==> src/rtl/mac_operand_loader.sv <==
// Operand loader for the 256x256 shift-add MAC: packs a narrow word stream into
// a two-entry ping-pong buffer and presents each A/B pair for one full MAC period.
module mac_operand_loader #(
  parameter int WORD_W     = 32,
  parameter int OP_W       = 256,
  parameter int MAC_PERIOD = 259,
  parameter int CNT_W      = 16
) (
  input  logic              clk,
  input  logic              rst_n,
  input  logic              clear,
  input  logic              in_valid,
  output logic              in_ready,
  input  logic [WORD_W-1:0] in_data,
  output logic [OP_W-1:0]   op_a,
  output logic [OP_W-1:0]   op_b,
  output logic              mac_en,
  output logic              pair_done,
  output logic              busy,
  output logic [CNT_W-1:0]  pairs_done
);

  localparam int WPP   = 2 * OP_W / WORD_W;
  localparam int HALF  = WPP / 2;
  localparam int IDX_W = (WPP > 1) ? $clog2(WPP) : 1;
  localparam int PER_W = (MAC_PERIOD > 1) ? $clog2(MAC_PERIOD) : 1;

  localparam logic [IDX_W-1:0] LAST_WORD  = IDX_W'(WPP - 1);
  localparam logic [PER_W-1:0] LAST_CYCLE = PER_W'(MAC_PERIOD - 1);

  typedef enum logic {
    IDLE = 1'b0,
    RUN  = 1'b1
  } state_t;

  state_t            state_reg, state_next;
  logic [PER_W-1:0]  cyc_reg, cyc_next;
  logic [1:0]        full_reg, full_next;
  logic              wr_ptr_reg, wr_ptr_next;
  logic              rd_ptr_reg, rd_ptr_next;
  logic [IDX_W-1:0]  idx_reg, idx_next;
  logic [CNT_W-1:0]  pairs_reg, pairs_next;

  logic [WORD_W-1:0] mem [2][WPP];

  logic xfer;
  logic last_word;
  logic period_end;
  logic release_pair;

  // Handshake readiness depends only on registered flags, never on in_valid.
  assign in_ready     = ~full_reg[wr_ptr_reg];
  assign xfer         = in_valid & in_ready & ~clear;
  assign last_word    = xfer && (idx_reg == LAST_WORD);
  assign period_end   = (state_reg == RUN) && (cyc_reg == LAST_CYCLE);
  assign release_pair = period_end & ~clear;

  // Word storage; a full buffer is never written, so the presented pair is stable.
  always_ff @(posedge clk or negedge rst_n) begin
    if (!rst_n) begin
      for (int b = 0; b < 2; b++) begin
        for (int w = 0; w < WPP; w++) begin
          mem[b][w] <= '0;
        end
      end
    end else if (xfer) begin
      mem[wr_ptr_reg][idx_reg] <= in_data;
    end
  end

  // Fill/drain bookkeeping: flags, pointers, word index, completed-pair count.
  always_comb begin
    idx_next    = idx_reg;
    wr_ptr_next = wr_ptr_reg;
    rd_ptr_next = rd_ptr_reg;
    full_next   = full_reg;
    pairs_next  = pairs_reg;
    if (clear) begin
      idx_next    = '0;
      wr_ptr_next = 1'b0;
      rd_ptr_next = 1'b0;
      full_next   = '0;
    end else begin
      if (xfer) begin
        if (last_word) begin
          idx_next              = '0;
          full_next[wr_ptr_reg] = 1'b1;
          wr_ptr_next           = ~wr_ptr_reg;
        end else begin
          idx_next = idx_reg + 1'b1;
        end
      end
      if (release_pair) begin
        full_next[rd_ptr_reg] = 1'b0;
        rd_ptr_next           = ~rd_ptr_reg;
        pairs_next            = pairs_reg + 1'b1;
      end
    end
  end

  always_ff @(posedge clk or negedge rst_n) begin
    if (!rst_n) begin
      idx_reg    <= '0;
      wr_ptr_reg <= 1'b0;
      rd_ptr_reg <= 1'b0;
      full_reg   <= '0;
      pairs_reg  <= '0;
    end else begin
      idx_reg    <= idx_next;
      wr_ptr_reg <= wr_ptr_next;
      rd_ptr_reg <= rd_ptr_next;
      full_reg   <= full_next;
      pairs_reg  <= pairs_next;
    end
  end

  // Presentation FSM: state register.
  always_ff @(posedge clk or negedge rst_n) begin
    if (!rst_n) begin
      state_reg <= IDLE;
      cyc_reg   <= '0;
    end else begin
      state_reg <= state_next;
      cyc_reg   <= cyc_next;
    end
  end

  // Presentation FSM: next state. Flags are the registered values, so a pair
  // completing on the release edge is picked up one cycle later.
  always_comb begin
    state_next = state_reg;
    cyc_next   = cyc_reg;
    if (clear) begin
      state_next = IDLE;
      cyc_next   = '0;
    end else begin
      case (state_reg)
        IDLE: begin
          cyc_next = '0;
          if (full_reg[rd_ptr_reg]) begin
            state_next = RUN;
          end
        end
        RUN: begin
          if (period_end) begin
            cyc_next   = '0;
            state_next = full_reg[~rd_ptr_reg] ? RUN : IDLE;
          end else begin
            cyc_next = cyc_reg + 1'b1;
          end
        end
        default: begin
          state_next = IDLE;
          cyc_next   = '0;
        end
      endcase
    end
  end

  // Presentation FSM: outputs.
  always_comb begin
    mac_en    = (state_reg == RUN);
    pair_done = release_pair;
    busy      = (state_reg == RUN) | (|full_reg) | (idx_reg != '0);
  end

  assign pairs_done = pairs_reg;

  // Operands come straight from the buffer selected by the read pointer.
  for (genvar gi = 0; gi < HALF; gi++) begin : g_ops
    assign op_a[gi*WORD_W +: WORD_W] = mem[rd_ptr_reg][gi];
    assign op_b[gi*WORD_W +: WORD_W] = mem[rd_ptr_reg][HALF + gi];
  end

endmodule

==> config.mk <==
export PLATFORM = sky130hd
export DESIGN_NAME = mac_operand_loader
export DESIGN_NICKNAME = d
export VERILOG_FILES = /design/src/rtl/mac_operand_loader.sv
export SDC_FILE = /design/constraint.sdc
export NUM_CORES = 1
export LEC_CHECK = 0
export BUFFER_PORTS_ARGS = -buffer_cell sky130_fd_sc_hd__clkbuf_2
export CAP_MARGIN = 25
export CORE_UTILIZATION = 35
export DETAILED_ROUTE_END_ITERATION = 6
export GPL_TIMING_DRIVEN = 0
export PLACE_DENSITY = 0.64
export SETUP_SLACK_MARGIN = 0.2
export SLEW_MARGIN = 5
export SYNTH_ARGS = -nofsm -noshare
export SYNTH_HDL_FRONTEND = slang
export SYNTH_SLANG_ARGS = --single-unit
==> constraint.sdc <==
create_clock -name clk -period 3.4 [get_ports clk]
set_clock_uncertainty 0.15 [all_clocks]
set_input_delay 0.34 -clock clk [delete_from_list [all_inputs] [get_ports clk]]
set_output_delay 0.34 -clock clk [all_outputs]
set_load 0.01 [all_outputs]
======== Word-level counts from Yosys, hierarchy flattened ========
Index checks and enable logic that the tools add are counted.
word-level totals
  bits in registers ....................... 1,058
  word-level logic and storage cells ...... 122
  output and inout port bits .............. 532
  input bits .............................. 36
cells by class
  reduce and logical (&&, ||, !) cells .... 13
  eq/ne operators ......................... 2
  muxes and demuxes ....................... 39
  add/sub/neg operators ................... 3
  bitwise gates (word level) .............. 16
  order comparisons ....................... 10
operators with widths
  operator                                            count
  two-way mux 512 bit                                 4
  bitwise mux 1024 bit                                1
  demux 512 bit (select 1 bit)                        1
  demux 32 bit (select 4 bit)                         1
  two-way mux 32 bit                                  1
  two-way mux 9 bit                                   2
  one-hot mux 9 bit (2 select lines)                  1
  two-way mux 1 bit                                   17
  adder 16 x 1 -> 16 bit, second input constant       1
  two-way mux 4 bit                                   3
  two-way mux 2 bit                                   5
  adder 9 x 1 -> 9 bit, second input constant         1
  equality test 9 bit, second input constant          1
  logical AND 1 bit                                   6
  < comparator 1 x 2 -> 1 bit, second input constant  3
  nonzero test 2 bit                                  3
  >= comparator 5 bit, second input constant          1
  < comparator 5 x 1 -> 1 bit, second input constant  1
  NOT 1 bit                                           5
  NOT 4 -> 5 bit                                      1
  adder 4 x 1 -> 4 bit, second input constant         1
  equality test 4 bit, second input constant          1
  >= comparator 2 bit, second input constant          2
  NOT 1 -> 2 bit                                      2
  other kinds (12)                                    18

======== Logic depth before layout (Yosys ltp) ========
Gate-level depths: netlist (run 1).
  depth in word-level cells ............... 12
  gate-level depth with buffers ........... 8
  gate-level depth less buffers ........... 6

======== Worst setup path before layout (run 1) ========
No wires, ideal clock.
  kind .................................... reg-to-reg
  start point ............................. reg idx_reg[1]
  end point ............................... reg mem[341] (netlist name)
  data arrival time ....................... 2,062 ps
  stages on the path, launching flop included .. 9
  path buffers ............................ 2
  setup slack ............................. 1,063 ps
  path through ............................ dfrtp_1 inv_1 ha_1 nand3b_4 or3b_1 buf_6 nor3b_4 buf_6 mux2_4
on the way
  longest elaborated chain between the ends .. 8
  elaborated cells on any way between the ends .. 9
  classes of those cells .................. order compare: 2; mux: 5; bitwise: 1; reduce/logical: 1
RTL lines
  item                                                                                             line  source
  from (decl)                                                                                      41    logic [IDX_W-1:0] idx_reg, idx_next;
  from (signal assigned)                                                                           109   idx_reg <= idx_next;
  NOT 4 -> 5 bit (not written as such) *                                                           67    mem[wr_ptr_reg][idx_reg] <= in_data;
  >= comparator 5 bit (not written as such) / < comparator 5 x 1 -> 1 bit (equally long branches)  67
  logical AND 1 bit (not written as such)                                                          67
  two-way mux 32 bit (not written as such)                                                         67
  demux 32 bit (select 4 bit) *                                                                    67
  two-way mux 512 bit (not written as such) *                                                      67
  demux 512 bit (select 1 bit) *                                                                   67
  bitwise mux 1024 bit *                                                                           67
  to (signal, indexed assignment)                                                                  67
  to (decl)                                                                                        44    logic [WORD_W-1:0] mem [2][WPP];
Mark *: on every way between the ends. The rest lies on a longest branch, timed or not.
A chain may end at the register's enable or synchronous reset.

======== Worst setup path in the final report (run 1) ========
  start point ............................. reg rd_ptr_reg
  end point ............................... out op_a[33]
on the way
  longest elaborated chain between the ends .. 4
RTL lines
  item                                  line  source
  from (decl)                           40    logic rd_ptr_reg, rd_ptr_next;
  from (signal assigned)                111   rd_ptr_reg <= rd_ptr_next;
  NOT 1 -> 2 bit (not written as such)  171   assign op_a[gi*WORD_W +: WORD_W] = mem[rd_ptr_reg][gi];
  two-way mux 512 bit (3 in a row)      -
  to (decl)                             15    output logic [OP_W-1:0] op_a,
No other way between the ends. The select of a mux whose other input is x is not followed.

==> out/metrics.cfg, run 1 <==
[min_path]
hp-class = input pin to asynchronous set/reset pin

[critical_path]
cp_max_fo = 10
arrival_ns = 2.62
cp-start-kind = register
crit_required_ns = 2.91
end_kind = primary output
crit_type = register to primary output

[cts]
numCtsBuffers = 116
clkSlewWorstSetupHoldPaths_ns = 0.06
post_cts_buffers = 0
clock_latency_ns = 0.73
cts_tree = built
cts_root_buffer = clkbuf_16
clock_tree.htree_level_count = 3
clock_sinks = 1058
cts_buffer_depth = 3

[cells_and_area]
largest_reg_flops = 1024
mostFrequentLayoutCells = mux2_2, dfrtp_1, clkbuf_2, clkbuf_1, clkbuf_16
layout_commonest_cell = mux2_2
nets = 3806
utilization = 0.4324
synthToLayoutAreaGrowth_pct = 21.87
drive_gt1_frac = 0.6269

[sta]
final-hold-violation-count = 0
finalSetupViolCount = 0
timing.fmax_mhz = 321.9
rsz0062_at_grt = false
finalMaxSlewViolations = 0
fin_ws_ns = 0.2933
holdWs_ns = 0.004594
fin_crit_sh = 0.9137
period_needed_ns = 3.107
tightest_slew_ns = 1.143
max_slew_margin = 0.2377
setup_tns_ns = 0

[global_route]
grt_util_all_layers = 0.2325
grt_pass1_wl_um = 219100
grt_pass1_vias = 29348
grt_max_degree = 107
grt_antenna_before_repair = 13
grt.overflow.total = 0

[logic_synthesis]
synthDominantCellAreaShare = 0.5734
synth_nets = 3063
syn_inst = 3020
synth_seq_cells = 1058
synth_area_leaders = dfrtp_1, mux2_2, mux2_4, clkbuf_1, buf_2
synth_area_mm2 = 0.04617
ys_warn_count = 0
yosys.area.top_type = dfrtp_1
ys_types = 44
yosysSeqAreaShare = 0.5734
avgSynthCellArea_um2 = 15.29

[placement]
dpl_worst_slack_ns = -0.3650
dpl.hpwl_um = 113400
portBuffers = 565
gp_congestion = 0.8414

[pwr]
max-vdd-ir-drop_mv = 0.4296
p_leak_nw = 29.25
power_density_mw_per_mm2 = 510.6

[floorplanning]
rows = 132
fp.coreArea_mm2 = 0.1301
dieWidth_um = 365.2
die-area_mm2 = 0.1334
die_height_um = 365.2
initial_utilization = 0.3548
ioPinCount = 568

[route]
first_pass_iters = 6
drc = 0
wl_um = 156300
ant_nets = 0
wl_per_cell_um = 27.87
vias = 28284
vias_per_cell = 5.044
drt_iter0_drc = 1575

[outcome]
outcome = completed

[run]
maxCapViolCount = 0

-- kinds of logic (layout without fill, tap and decap cells) --
| family | Yosys count | count (layout) | share of synthesized area |
|---|---|---|---|
| buf+inv | 267 | 1107 | 0.02577 |
| compound gates | 10 | 10 | 0.001274 |
| mux | 1538 | 1538 | 0.3786 |
| fa+ha+maj | 7 | 7 | 0.001897 |
| simple gates | 115 | 115 | 0.01434 |
| other cells | 0 | 6 | 0 |
| flops | 1058 | 1058 | 0.5734 |
| xor+xnor | 25 | 25 | 0.004742 |
-- power by group --
| part | switching (mW) | internal (mW) |
|---|---|---|
| logic | 1.44 | 1.03 |
| clock network | 5.38 | 7.70 |
| registers | 0.194 | 13.0 |
-- cell type report --
type | instances | area (um^2)
Sequential cell | 1058 | 26480
Timing Repair Buffer | 626 | 3701
Clock buffer | 175 | 3428
Antenna cell | 6 | 15.01
Inverter | 6 | 22.52
Buffer | 260 | 1429
Fill cell | 12025 | 73870
Tap cell | 1742 | 2180
Multi-Input combinational cell | 1695 | 18510
Clock inverter | 40 | 508.0
-- stage by stage --
stage	total power, mW	std cells	cell area (um^2)
after global routing	29.74	5603	56260
final	28.73	5608	56270
after CTS	29.03	5601	56230
after detailed placement	15.88	5351	51670
after global placement	15.85	5327	51180
after floorplan	14.54	3020	46170
-- cell usage after synthesis --
master    number
mux2_2      1485
dfrtp_1     1058
clkbuf_1     152
buf_1         52
mux2_4        40
buf_2         39
nand2_1       36
nor2_1        15
xor2_1        15
mux2_1        12
xnor2_1       10
buf_6          9
nand3_1        9
nand4_1        9
and2_1         7
ha_1           7
buf_4          6
inv_1          6
nor3_1         6
a21oi_1        5
and3_1         5
buf_12         3
nor2b_1        3
nor4b_1        3
and4_1         2
and4b_1        2
nor2_2         2
nor3b_4        2
nor4_1         2
o21ai_0        2
o221ai_1       2
or4_1          2
and2_0         1
and4_2         1
mux2i_4        1
nand2_4        1
nand3b_1       1
nand3b_4       1
nor3_4         1
nor3b_1        1
nor4bb_1       1
o22ai_1        1
or3_1          1
or3b_1         1
-- path summary, 6_finish.rpt --
check | endpoint | depth (start not counted) | slack (ns) | from
min in group clk | mem[79] | 3 | 0.30 | in_data[15]
min reg2reg | pairs_done[15] | 1 | 0.32 | pairs_done[15]
max reg2reg | mem[70] | 8 | 0.33 | idx_reg[1]
min | mem[599] | 2 | 0.005 | rst_n
max | op_a[33] | 5 | 0.29 | rd_ptr_reg
max in group asynchronous | mem[456] | 6 | 0.74 | rst_n
-- per-layer routing --
layer	global-route usage	part of all wire	vias up	wire, um
met5	0	0.00016	-	25
li1	-	-	12263	-
met2	0.3715	0.47	724	73030
met3	0.06030	0.060	220	9440
met1	0.3055	0.44	15073	68370
met4	0.07802	0.035	4	5433
-- critical path: stages, from the launching register on --
cell	delay (ns)
dfrtp_1	0.36
clkbuf_8	0.20
clkbuf_8	0.28
clkbuf_4	0.36
mux2_2	0.47
clkbuf_2	0.16
-- what timing repair did --
| item | CTS | global route |
|---|---|---|
| setup endpoints to repair | 522 | 113 |
| resized for setup | 96 | 7 |
| hold endpoints to repair | 162 | 0 |
| hold buffers | 36 | 0 |
No activity file was read; power rests on OpenSTA's default activity.
==> run 2: changes to the inputs <==
Settings changed: ABC_AREA set to 1, CORE_UTILIZATION 35 to 48, PLACE_DENSITY 0.64 to 0.79.
==> out/metrics.cfg, run 2 <==
[outcome]
outcome = completed

[sta]
final-hold-violation-count = 0  ; unchanged
tightest_slew_ns = 1.002  ; -0.1410 ns
max_slew_margin = 0.3318  ; +0.09401
fin_ws_ns = 0.1823  ; -0.1111 ns
timing.fmax_mhz = 310.8  ; -3.5%
fin_crit_sh = 0.9464  ; +0.03266
holdWs_ns = 0.04416  ; +0.03956 ns
rsz0062_at_grt = true
finalMaxSlewViolations = 0  ; unchanged
finalSetupViolCount = 0  ; unchanged
period_needed_ns = 3.218  ; +0.1111 ns
setup_tns_ns = 0  ; unchanged

[route]
vias = 41721  ; +48%
drc = 0  ; unchanged
first_pass_iters = 7  ; +1
vias_per_cell = 5.628  ; +12%
ant_nets = 0  ; unchanged
wl_um = 160500  ; +2.7%
wl_per_cell_um = 21.66  ; -22%
drt_iter0_drc = 5163  ; +230%

[global_route]
grt_pass1_wl_um = 237000  ; +8.2%
grt_util_all_layers = 0.3303  ; +0.09779
grt_pass1_vias = 39271  ; +34%
grt.overflow.total = 0  ; unchanged
grt_antenna_before_repair = 5  ; -8
grt_max_degree = 111  ; +3.7%

[floorplanning]
die-area_mm2 = 0.09606  ; -28%
ioPinCount = 568  ; unchanged
die_height_um = 309.9  ; -15%
initial_utilization = 0.4862  ; +0.1314
fp.coreArea_mm2 = 0.09361  ; -28%
rows = 112  ; -15%
dieWidth_um = 309.9  ; -15%

[cts]
clock_tree.htree_level_count = 3  ; unchanged
numCtsBuffers = 105  ; -9.5%
clock_latency_ns = 0.69  ; -0.04 ns
clkSlewWorstSetupHoldPaths_ns = 0.06  ; about the same
post_cts_buffers = 0  ; unchanged
cts_buffer_depth = 3  ; unchanged
cts_root_buffer = clkbuf_16
cts_tree = built
clock_sinks = 1058  ; unchanged

[logic_synthesis]
synthTopCellsByCount = nand2_1, dfrtp_1, o21ai_0, inv_1, o21ai_1
synth_most_common_cell = nand2_1
yosysSeqAreaShare = 0.5817  ; +0.008291
synth_area_leaders = dfrtp_1, nand2_1, o21ai_0, inv_1, o21ai_1
ys_warn_count = 0  ; unchanged
synth_area_mm2 = 0.04551  ; -1.4%
ys_types = 31  ; -30%
avgSynthCellArea_um2 = 8.511  ; -44%
synthArstFlopShare = 1.000  ; unchanged
synth-edff-count = 0  ; unchanged
yosys.area.top_type = dfrtp_1
syn_inst = 5348  ; +77%
synth_seq_cells = 1058  ; unchanged
synth-main-ff-cell = dfrtp_1
synth_nets = 5391  ; +76%
synthDominantCellAreaShare = 0.5817  ; +0.008291

[cells_and_area]
drive_gt1_frac = 0.1762  ; -0.4508
nets = 6111  ; +61%
fin_area_mm2 = 0.05461  ; -3.0%
synthToLayoutAreaGrowth_pct = 19.98
mostFrequentLayoutCells = nand2_1, dfrtp_1, o21ai_0, clkbuf_2, inv_1
largest_reg_flops = 1024  ; unchanged
layout_commonest_cell = nand2_1
n_antenna_cell = 0  ; -6
finalNonFillerCells = 7413  ; +32%
fillCellCount = 8072  ; -33%

[pwr]
p_leak_nw = 27.37  ; -6.4%
max-vdd-ir-drop_mv = 0.3897  ; -9.3%
power_density_mw_per_mm2 = 549.4  ; +7.6%
clockPowerShare = 0.421  ; -0.034
p_sw_mw = 8.182  ; +17%
seqPwrFrac = 0.455  ; -0.004
switching_share = 0.2727  ; +0.02847
pwr-share-comb = 0.125  ; +0.039
p_int_mw = 21.82  ; +0.49%

[critical_path]
slowest_delay_ns = 0.36  ; -0.11 ns
worst_path_max_delay_cell = dfrtp_1
crit_top_cell = clkbuf_4
arrival_ns = 2.73  ; +0.11 ns
cp_max_fo = 10  ; unchanged
crit_family = buffers and inverters
cp-start-kind = register
crit_required_ns = 2.91  ; about the same
crit_type = register to primary output
crit_chain = buf_4 > inv_2 > buf_8 > clkbuf_4 > clkbuf_4 > nand2_1 > o21ai_1 > clkbuf_2
crit_buf_inv = 6  ; +2
end_kind = primary output

[min_path]
hp-class = input pin to asynchronous set/reset pin

[placement]
dpl_worst_slack_ns = -0.3577  ; +0.007335 ns
dpl_cell_area_mm2 = 0.05023  ; -2.8%
gp_congestion = 0.9435  ; +12%
dpl.hpwl_um = 119400  ; +5.2%
dp.cells = 7180  ; +34%
portBuffers = 567  ; +0.35%

[run]
maxCapViolCount = 0  ; unchanged

run 2: cell families (layout without fill, tap and decap cells):
| group | count (synthesis) | in the layout | synth area share |
|---|---|---|---|
| compound gates | 1466 | 1466 | 0.1638 |
| simple gates | 1937 | 1937 | 0.1678 |
| flops | 1058 | 1058 | 0.5817 |
| fa+ha+maj | 7 | 7 | 0.001924 |
| xor+xnor | 14 | 14 | 0.002694 |
| buf+inv | 866 | 1677 | 0.08211 |
run 2: worst paths after layout:
path | startpoint | end | slack [ns] | depth (start not counted)
hold / removal | rst_n | mem[90] | 0.04 | 2
setup / recovery | rd_ptr_reg | op_b[78] | 0.18 | 8
max in group asynchronous | rst_n | mem[292] | 0.87 | 6
hold reg to reg | mem[905] | mem[905] | 0.33 | 2
min in group clk | mem[905] | mem[905] | 0.33 | 2
setup reg to reg | idx_reg[0] | mem[408] | 0.67 | 7
run 2: repair_timing:
action,4_1_cts,5_1_grt
pin swaps,0,1
hold endpoints to repair,265,0
gates cloned,0,0
setup endpoints to repair,503,166
resized for setup,113,87
hold buffers,35,0
run 2: metrics by stage:
step                      utilization  power [mW]
after global routing           0.5834       30.86
after CTS                      0.5824       29.94
after floorplan                     -       15.41
after global placement         0.5333       17.38
final                          0.5834       30.00
after detailed placement       0.5366       17.46
run 2: power groups by stage:
stage               sequential (mW)  combinational [mW]  clock [mW]
finish                         13.6                3.74        12.6
CTS                            13.6                3.68        12.6
global route                   13.7                4.02        13.1
floorplan                      13.8                1.65           0
detailed placement             13.8                3.62           0
global placement               13.9                3.51           0
run 2: cell type report:
type | instances | area [um^2] | share of cell area
sequential | 1058 | 26480 | 0.4848
multi-input combinational | 3424 | 15380 | 0.2817
clock inverter | 45 | 608.1 | 0.01114
timing repair buffer | 613 | 3500 | 0.06408
tap | 1254 | 1569 | 0.02873
buffer | 382 | 2117 | 0.03877
clock buffer | 153 | 3141 | 0.05751
inverter | 484 | 1819 | 0.03331
run 2: per-layer routing:
layer  vias up  track usage  part of all wire
met3       472      0.07002             0.096
met5         -            0           0.00014
met4         4       0.2117             0.070
li1      18408            -                 -
met1     20489       0.4404              0.39
met2      2348       0.4913              0.44
